$ cat src/rtl/hpdcache_fence_ctrl_if.sv
// rtl/hpdcache_fence_ctrl_if.sv - fence controller handshake bundle (fence, store, flush, status)
interface hpdcache_fence_ctrl_if;
   logic       fence_req_i;
   logic       fence_i_i;
   logic       fence_ack_o;
   logic       store_issue_i;
   logic       store_done_i;
   logic       store_stall_o;
   logic       flush_req_o;
   logic       flush_inval_o;
   logic       flush_ack_i;
   logic       icache_flush_o;
   logic       busy_o;
   logic [3:0] outstanding_o;
   logic       err_o;

   modport slave (
      input  fence_req_i,
      input  fence_i_i,
      input  store_issue_i,
      input  store_done_i,
      input  flush_ack_i,
      output fence_ack_o,
      output store_stall_o,
      output flush_req_o,
      output flush_inval_o,
      output icache_flush_o,
      output busy_o,
      output outstanding_o,
      output err_o
   );

   modport master (
      output fence_req_i,
      output fence_i_i,
      output store_issue_i,
      output store_done_i,
      output flush_ack_i,
      input  fence_ack_o,
      input  store_stall_o,
      input  flush_req_o,
      input  flush_inval_o,
      input  icache_flush_o,
      input  busy_o,
      input  outstanding_o,
      input  err_o
   );
endinterface

$ cat src/rtl/hpdcache_fence_ctrl.sv
// rtl/hpdcache_fence_ctrl.sv - fence/fence.i sequencer: drain stores, flush dcache, flush icache, ack
module hpdcache_fence_ctrl #(
   parameter int unsigned MAX_OUTSTANDING     = 7,
   parameter bit          FLUSH_ON_FENCE      = 1'b1,
   parameter bit          INVALIDATE_ON_FLUSH = 1'b0
) (
   input  logic                 clk_i,
   input  logic                 rst_ni,
   hpdcache_fence_ctrl_if.slave fc_if
);

   typedef enum logic [2:0] {
      IDLE   = 3'd0,
      DRAIN  = 3'd1,
      FLUSH  = 3'd2,
      ICACHE = 3'd3,
      DONE   = 3'd4
   } state_e;

   localparam logic [3:0] CNT_MAX = 4'(MAX_OUTSTANDING);

   state_e     state_q, state_d;
   logic [3:0] cnt_q, cnt_d;
   logic       is_fi_q, is_fi_d;
   logic       err_q, err_d;

   logic busy;
   logic issue_only;
   logic done_only;

   assign busy       = (state_q != IDLE);
   assign issue_only = fc_if.store_issue_i & ~fc_if.store_done_i;
   assign done_only  = fc_if.store_done_i & ~fc_if.store_issue_i;

   // Counter saturates at both ends; an out-of-range step is a protocol error.
   always_comb begin
      cnt_d = cnt_q;
      err_d = err_q;
      if (issue_only) begin
         if (cnt_q == CNT_MAX) begin
            err_d = 1'b1;
         end else begin
            cnt_d = cnt_q + 4'd1;
         end
      end else if (done_only) begin
         if (cnt_q == 4'd0) begin
            err_d = 1'b1;
         end else begin
            cnt_d = cnt_q - 4'd1;
         end
      end
      if (fc_if.store_issue_i && busy) begin
         err_d = 1'b1;
      end
   end

   always_comb begin
      state_d = state_q;
      is_fi_d = is_fi_q;
      unique case (state_q)
         IDLE: begin
            if (fc_if.fence_req_i) begin
               is_fi_d = fc_if.fence_i_i;
               state_d = DRAIN;
            end
         end
         DRAIN: begin
            // A store accepted this cycle is still in flight, so the drain is not complete yet.
            if ((cnt_q == 4'd0) && !fc_if.store_issue_i) begin
               if (FLUSH_ON_FENCE) begin
                  state_d = FLUSH;
               end else if (is_fi_q) begin
                  state_d = ICACHE;
               end else begin
                  state_d = DONE;
               end
            end
         end
         FLUSH: begin
            if (fc_if.flush_ack_i) begin
               state_d = is_fi_q ? ICACHE : DONE;
            end
         end
         ICACHE:  state_d = DONE;
         DONE:    state_d = IDLE;
         default: state_d = IDLE;
      endcase
   end

   always_ff @(posedge clk_i or negedge rst_ni) begin
      if (!rst_ni) begin
         state_q <= IDLE;
         cnt_q   <= 4'd0;
         is_fi_q <= 1'b0;
         err_q   <= 1'b0;
      end else begin
         state_q <= state_d;
         cnt_q   <= cnt_d;
         is_fi_q <= is_fi_d;
         err_q   <= err_d;
      end
   end

   // All handshake outputs decode the registered state, so reset clears them immediately.
   assign fc_if.busy_o         = busy;
   assign fc_if.store_stall_o  = busy | (cnt_q == CNT_MAX);
   assign fc_if.flush_req_o    = (state_q == FLUSH);
   assign fc_if.flush_inval_o  = (state_q == FLUSH) & INVALIDATE_ON_FLUSH;
   assign fc_if.icache_flush_o = (state_q == ICACHE);
   assign fc_if.fence_ack_o    = (state_q == DONE);
   assign fc_if.outstanding_o  = cnt_q;
   assign fc_if.err_o          = err_q;

endmodule

$ cat src/flat_wrapper.sv
// flat-port wrapper written by rule: the top's interface ports become plain ports
module hpdcache_fence_ctrl_flat 
#(
   parameter int unsigned MAX_OUTSTANDING     = 7,
   parameter bit          FLUSH_ON_FENCE      = 1'b1,
   parameter bit          INVALIDATE_ON_FLUSH = 1'b0
)
  (clk_i, rst_ni, fc_if_fence_req_i, fc_if_fence_i_i, fc_if_store_issue_i, fc_if_store_done_i, fc_if_flush_ack_i, fc_if_fence_ack_o, fc_if_store_stall_o, fc_if_flush_req_o, fc_if_flush_inval_o, fc_if_icache_flush_o, fc_if_busy_o, fc_if_outstanding_o, fc_if_err_o);
  hpdcache_fence_ctrl_if fc_if_i ();
  input  logic clk_i;
  input  logic rst_ni;
  input wire logic [$bits(fc_if_i.fence_req_i)-1:0] fc_if_fence_req_i;
  input wire logic [$bits(fc_if_i.fence_i_i)-1:0] fc_if_fence_i_i;
  input wire logic [$bits(fc_if_i.store_issue_i)-1:0] fc_if_store_issue_i;
  input wire logic [$bits(fc_if_i.store_done_i)-1:0] fc_if_store_done_i;
  input wire logic [$bits(fc_if_i.flush_ack_i)-1:0] fc_if_flush_ack_i;
  output wire logic [$bits(fc_if_i.fence_ack_o)-1:0] fc_if_fence_ack_o;
  output wire logic [$bits(fc_if_i.store_stall_o)-1:0] fc_if_store_stall_o;
  output wire logic [$bits(fc_if_i.flush_req_o)-1:0] fc_if_flush_req_o;
  output wire logic [$bits(fc_if_i.flush_inval_o)-1:0] fc_if_flush_inval_o;
  output wire logic [$bits(fc_if_i.icache_flush_o)-1:0] fc_if_icache_flush_o;
  output wire logic [$bits(fc_if_i.busy_o)-1:0] fc_if_busy_o;
  output wire logic [$bits(fc_if_i.outstanding_o)-1:0] fc_if_outstanding_o;
  output wire logic [$bits(fc_if_i.err_o)-1:0] fc_if_err_o;
  assign fc_if_i.fence_req_i = fc_if_fence_req_i;
  assign fc_if_i.fence_i_i = fc_if_fence_i_i;
  assign fc_if_i.store_issue_i = fc_if_store_issue_i;
  assign fc_if_i.store_done_i = fc_if_store_done_i;
  assign fc_if_i.flush_ack_i = fc_if_flush_ack_i;
  assign fc_if_fence_ack_o = fc_if_i.fence_ack_o;
  assign fc_if_store_stall_o = fc_if_i.store_stall_o;
  assign fc_if_flush_req_o = fc_if_i.flush_req_o;
  assign fc_if_flush_inval_o = fc_if_i.flush_inval_o;
  assign fc_if_icache_flush_o = fc_if_i.icache_flush_o;
  assign fc_if_busy_o = fc_if_i.busy_o;
  assign fc_if_outstanding_o = fc_if_i.outstanding_o;
  assign fc_if_err_o = fc_if_i.err_o;
  hpdcache_fence_ctrl #(.MAX_OUTSTANDING(MAX_OUTSTANDING), .FLUSH_ON_FENCE(FLUSH_ON_FENCE), .INVALIDATE_ON_FLUSH(INVALIDATE_ON_FLUSH)) u_core (.clk_i(clk_i), .rst_ni(rst_ni), .fc_if(fc_if_i));
endmodule
$ cat config.mk
export PLATFORM = sky130hd
export DESIGN_NAME = hpdcache_fence_ctrl_flat
export DESIGN_NICKNAME = d
export VERILOG_FILES = /design/src/rtl/hpdcache_fence_ctrl_if.sv /design/src/rtl/hpdcache_fence_ctrl.sv /design/src/flat_wrapper.sv
export SDC_FILE = /design/constraint.sdc
export NUM_CORES = 1
export LEC_CHECK = 0
export CORE_MARGIN = 2
export CORE_UTILIZATION = 48
export DETAILED_ROUTE_END_ITERATION = 10
export GPL_ROUTABILITY_DRIVEN = 0
export PLACE_DENSITY_LB_ADDON = 0.3
export RECOVER_POWER = 50
export SETUP_SLACK_MARGIN = 0.5
export SLEW_MARGIN = 20
export SYNTH_ARGS = -nofsm -noshare
export SYNTH_HDL_FRONTEND = slang
export SYNTH_SLANG_ARGS = --single-unit
$ cat constraint.sdc
create_clock -name clk_i -period 2.57 [get_ports clk_i]
set_clock_uncertainty 0.05 [all_clocks]
set_input_delay 0.6425 -clock clk_i [delete_from_list [all_inputs] [get_ports clk_i]]
set_output_delay 0.6425 -clock clk_i [all_outputs]
set_load 0.05 [all_outputs]
==> reports/qor.yml, run 1 <==
drt:
  vias: 574
  drtAntennaViolNets: 0
  viasPerCell: 5.31
  wl_um: 1510
  wl_per_cell_um: 13.9
  dr.pass1.iters: 2
  drcViolationCount: 0
  drtIter0Drc: 1
clock_tree:
  clkLatencyLatePin_ns: 0.26
  clk_pin_slew_worst_paths_ns: 0.07
  cts_made_buffers: 3
  cts_root_buffer: "clkbuf_4"
  cts_tree: "yes"
  cts.sinks: 9
  clockBufferDepth: 2
  cts_htree_levels: 1
critical_path:
  r2r-start: "u_core.fc_if.outstanding_o[0]"
  r2r_cells: 4
  critPathArrivalTime_ns: 1.38
  worst-setup-path-type: "flip-flop to output pin"
  crit_path_start: "u_core.state_q[0]"
  endpoint_kind: "output pin"
  worst-path-max-fanout: 5
  critical_path_required_ns: 1.88
  start_kind: "flip-flop"
layout:
  nFillCells: 109
  drive_above_1_share_pct: 31.2
  nNetsFinal: 105
  n_antenna_cell: 0
  areaGrowthSynthToFinish_pct: 39.3
timing:
  period_share_pct: 80.7
  finalMaxSlewViolations: 0
  worst_slew_pin_slew_ns: 0.510
  period_minus_slack_ns: 2.07
  rsz0062_at_grt: "true"
  slew_headroom_pct: 65.7
  finalHoldViolCount: 0
  fmax_mhz: 482
  fin_setup_tns_ns: 0
  setup_slack_ns: 0.497
  setup_viol: 0
synth:
  synth_edf_count: 0
  synthCells: 67
  syn_avg_cell_area_um2: 9.41
  synth_flop_cell: "dfrtp_1"
  yosys_warnings: 0
  yosysTopAreaCell: "dfrtp_1"
  ys_seq_area_share_pct: 35.7
  ys_async_sr_fraction_pct: 100
  synth_area_um2: 631
  synth.most_common_cell: "dfrtp_1"
  synth_top_area_share_pct: 35.7
  synth_seq_cells: 9
  syn-num-nets: 78
  yosys-top-cells-area: "dfrtp_1, ha_1, mux2_2, nand2b_1, a221oi_4"
  synth_cell_types: 28
  synth_commonest_cells: "dfrtp_1, inv_1, a21oi_1, nand2b_1, nor2_1"
power:
  power_switching_mw: 0.510
  combinationalPowerShare_pct: 60.6
  p_int_mw: 0.500
  seqPwrFrac_pct: 28.5
  switching_share_pct: 50.5
  max-vdd-ir-drop_mv: 0.516
  power.leakage_nw: 0.390
  cellPowerDensity_nw_per_um2: 1150
  pwr-share-clk_pct: 10.9
global_route:
  overflow: 0
  grt_pass1_vias: 549
  grt_max_degree: 10
  antenna_found_initial: 0
  grt_pass1_wl_um: 2370
  grt_usage_pct: 23.3
floorplanning:
  die_w_um: 40.2
  fp-row-count: 13
  ios: 18
  dieHeight_um: 40.2
  initial_core_util_pct: 49.7
  die-area_um2: 1620
  core-area_um2: 1270
hold_path:
  holdPathStages: 2
  hold_class: "flip-flop to flip-flop"
  min_from: "u_core.fc_if.err_o"
placement:
  post-place-ws_ns: 0.0600
  dp_hpwl_um: 1070
  port_buffers: 16
job:
  maxCapViolCount: 0
status:
  outcome: "finished, final reports clean"
==> power groups by stage <==
stage	clock network [mW]	logic [mW]	registers, mW
global placement	0	0.594	0.279
detailed placement	0	0.609	0.284
floorplan	0	0.332	0.378
finish	0.110	0.612	0.288
CTS	0.112	0.592	0.284
global route	0.124	0.658	0.299
==> placed cells by master (no fill, tap or decap), drive strengths merged, types with 3 or more instances in the layout <==
master / count
dfrtp: 9
buf: 11
dlygate4sd2: 7
a21oi: 5
ha: 4
clkbuf: 5
nor2: 5
mux2: 3
inv: 7
dlygate4sd3: 3
nor3: 3
nand2b: 5
==> kinds of logic (layout without fill, tap and decap cells) <==
logic type	Yosys count	in the layout	share of synthesized area (%)
AO/OA/AOI/OAI	16	16	20.0
XOR/XNOR	3	3	4.17
adder cells (fa/ha/maj)	4	4	7.94
buffers and inverters	8	34	5.36
flip-flops	9	9	35.7
multiplexers	3	3	5.36
other	1	1	0.595
AND/OR/NAND/NOR	23	23	20.8
==> repair_timing <==
item                                    in CTS  in global routing
pin swaps                                    3                  0
hold buffers                                 0                  0
gates resized for setup                     34                  9
endpoints found under the setup margin      13                  4
setup buffers                                4                  1
==> sequential cells by signal, summed over array words and instances (netlist names) <==
register,cells
u_core.fc_if.err_o,1
u_core.is_fi_q,1
u_core.fc_if.outstanding_o,4
u_core.state_q,3
==> stage by stage <==
stage	utilization [%]	std cells	instance area (µm²)	power (mW)	hold slack, ns
3_5_place_dp	64.8	99	822	0.893	0.420
5_1_grt	69.2	108	878	1.08	0.464
6_report	69.2	108	878	1.01	0.427
2_1_floorplan	-	67	636	0.709	0.297
4_1_cts	69.7	107	885	0.989	0.432
3_3_place_gp	64.8	99	822	0.873	0.422
==> worst paths after layout <==
check	endpoint	slack [ns]
max in group asynchronous	u_core.fc_if.outstanding_o[1]	1.45
setup reg to reg	u_core.state_q[1]	0.85
hold / removal	u_core.fc_if.err_o	0.43
setup / recovery	fc_if_store_stall_o	0.50
hold reg to reg	u_core.fc_if.err_o	0.43
min in group asynchronous	u_core.state_q[2]	0.70
==> area by class of cell <==
type	count	area, µm²	area share [%]
multi-input combinational	50	393	44.7
clock buffer	4	26.3	2.99
timing repair buffer	23	181	20.7
sequential	9	230	26.2
tap	15	18.8	2.14
inverter	7	28.8	3.28
==> critical path: stages, from the launching register on <==
cell and delay (ns):
dfrtp_2 0.45, nor3_4 0.20, inv_1 0.09, a21o_1 0.17, clkbuf_4 0.21
==> per-layer routing <==
| metal | part of all wire [%] | wire length, µm | vias to the layer above | track usage, % |
|---|---|---|---|---|
| met1 | 44 | 660 | 273 | 28.5 |
| li1 | - | - | 286 | - |
| met2 | 52 | 777 | 12 | 39.1 |
| met4 | 1.1 | 16 | 0 | 10.0 |
| met5 | 0 | 0 | - | 0 |
| met3 | 3.4 | 51 | 3 | 5.00 |
Note: power is estimated with default switching activity, not from simulation.
==> run 2, diff against run 1 <==
CORE_UTILIZATION = 41   (was 48)
clock period = 1.8 ns   (was 2.57 ns; I/O delays follow)
==> reports/qor.yml, run 2 (synthesis gave the netlist of run 1 again) <==
status:
  outcome: "complete, but fails checks"
  violations: "negative setup slack"
global_route:
  overflow: 0  # unchanged
  antenna_found_initial: 0  # unchanged
  grt_pass1_wl_um: 3620  # +53%
  grt_usage_pct: 27.3  # +4.0 points
  grt_pass1_vias: 735  # +34%
  grt_max_degree: 10  # unchanged
layout:
  final_cell_mix: "buf_4, buf_6, buf_12, dfrtp_2"
  drive_above_1_share_pct: 69.2  # +38 points
  nNetsFinal: 116  # +10%
  layout_commonest_cell: "buf_4"
  largest_register_ffs: 4  # unchanged
  n_antenna_cell: 0  # unchanged
  areaGrowthSynthToFinish_pct: 99.0
power:
  power_switching_mw: 0.952  # +87%
  combinationalPowerShare_pct: 72.2  # +12 points
  max-vdd-ir-drop_mv: 1.29  # +150%
  p_int_mw: 1.13  # +130%
  pwr-share-clk_pct: 8.0  # -2.9 points
  p_total_mw: 2.09  # +110%
  seqPwrFrac_pct: 19.9  # -8.6 points
  cellPowerDensity_nw_per_um2: 1660  # +45%
  switching_share_pct: 45.6  # -4.8 points
  power.leakage_nw: 0.517  # +32%
floorplanning:
  ios: 18  # unchanged
  die_w_um: 43.2  # +7.4%
  initial_core_util_pct: 42.9  # -6.8 points
  fp-row-count: 14  # +1
  die-area_um2: 1870  # +15%
  dieHeight_um: 43.2  # +7.4%
  core-area_um2: 1470  # +16%
timing:
  setup_slack_ns: -0.0671  # -0.564 ns
  finalMaxSlewViolations: 0  # unchanged
  setup_viol: 2  # +2
  fin_setup_tns_ns: -0.0904  # -0.0904 ns
  rsz0062_at_grt: "true"
  fmax_mhz: 536
  finalHoldViolCount: 0  # unchanged
  period_share_pct: 104
  period_minus_slack_ns: 1.87
hold_path:
  hold_class: "primary input to async pin"
critical_path:
  worst-path-max-fanout: 2  # -3
  endpoint_kind: "output pin"
  critPathArrivalTime_ns: 1.37  # about the same
  r2r_cells: 5  # +1
  critical_path_required_ns: 1.30  # -0.58 ns
  start_kind: "flip-flop"
  worst-setup-path-type: "flip-flop to output pin"
drt:
  viasPerCell: 5.88  # +11%
  wl_per_cell_um: 19.4  # +39%
  drcViolationCount: 0  # unchanged
  vias: 706  # +23%
  dr.pass1.iters: 4  # +2
  drtAntennaViolNets: 0  # unchanged
  wl_um: 2330  # +55%
  drtIter0Drc: 8  # +7
clock_tree:
  clk_pin_slew_worst_paths_ns: 0.07  # about the same
  clockBufferDepth: 2  # unchanged
  hold_buffers: 0  # unchanged
  clkLatencyLatePin_ns: 0.27  # about the same
  cts.sinks: 9  # unchanged
  cts_htree_levels: 1  # unchanged
  cts_made_buffers: 3  # unchanged
  cts_root_buffer: "clkbuf_4"
  cts_tree: "yes"
placement:
  port_buffers: 16  # unchanged
  dp_hpwl_um: 1330  # +25%
job:
  maxCapViolCount: 0  # unchanged
[run 2: changes by cell type in the layout (fill, tap and decap cells not counted), moves of 3 or more]
cell	delta
a21oi_1	-3
buf_4	+5
dfrtp_1	-3
dfrtp_2	+3
a21oi_2	+3
buf_2	-4
buf_6	+8
buf_8	+3
buf_12	+7
nor2_1	-3
dlygate4sd2_1	-7
inv_1	-3
[run 2: per-layer routing]
metal | track usage (%) | wire length (µm) | share of wire, % | vias up
met3 | 4.68 | 126 | 5.4 | 10
met1 | 29.6 | 922 | 40 | 354
li1 | - | - | - | 310
met4 | 13.3 | 62 | 2.7 | 0
met5 | 0 | 0 | 0 | -
met2 | 49.9 | 1220 | 52 | 32
[run 2: final cells by class]
class	count	area (µm²)
fill	73	216
tap	16	20.0
clock buffer	4	26.3
multi-input combinational	50	531
timing repair buffer	34	405
sequential	9	234
inverter	7	38.8
[run 2: power by group through the flow]
stage	registers (mW)	logic, mW	clock network (mW)
floorplan	0.570	0.561	0
global placement	0.462	1.09	0
detailed placement	0.470	1.12	0
CTS	0.399	1.39	0.171
global route	0.420	1.59	0.187
finish	0.415	1.51	0.166
[run 2: critical path, cell delays in order, from the launching register on]
cell and delay (ns):
dfrtp_2 0.44, nor3_4 0.25, inv_2 0.08, a21o_4 0.19, buf_6 0.15
[run 2: path summary, 6_finish.rpt]
| path | startpoint | end | slack, ns |
|---|---|---|---|
| setup / recovery | u_core.state_q[2] | fc_if_store_stall_o | -0.07 |
| hold / removal | rst_ni | u_core.is_fi_q | 0.51 |
| setup reg to reg | u_core.fc_if.outstanding_o[1] | u_core.state_q[1] | 0.21 |
| min in group clk_i | fc_if_store_issue_i | u_core.fc_if.err_o | 0.52 |
| hold reg to reg | u_core.is_fi_q | u_core.is_fi_q | 0.53 |
| max in group asynchronous | rst_ni | u_core.state_q[2] | 0.83 |
[run 2: through the flow]
| stage | hold slack, ns | cells | util, % | instance area [µm²] | setup slack (ns) |
|---|---|---|---|---|---|
| 5_1_grt | 0.515 | 120 | 85.3 | 1250 | -0.0961 |
| 6_report | 0.513 | 120 | 85.3 | 1250 | -0.0671 |
| 3_3_place_gp | 0.418 | 105 | 69.7 | 1030 | -0.466 |
| 2_1_floorplan | 0.104 | 67 | - | 738 | 0.142 |
| 3_5_place_dp | 0.495 | 105 | 69.7 | 1030 | -0.520 |
| 4_1_cts | 0.439 | 117 | 80.3 | 1180 | -0.00927 |
[run 2: what timing repair did]
action	CTS	global route
gates resized for setup	30	14
endpoints found under the setup margin	17	17
hold endpoints to repair	0	0
buffers inserted	8	3
pin swaps	9	8
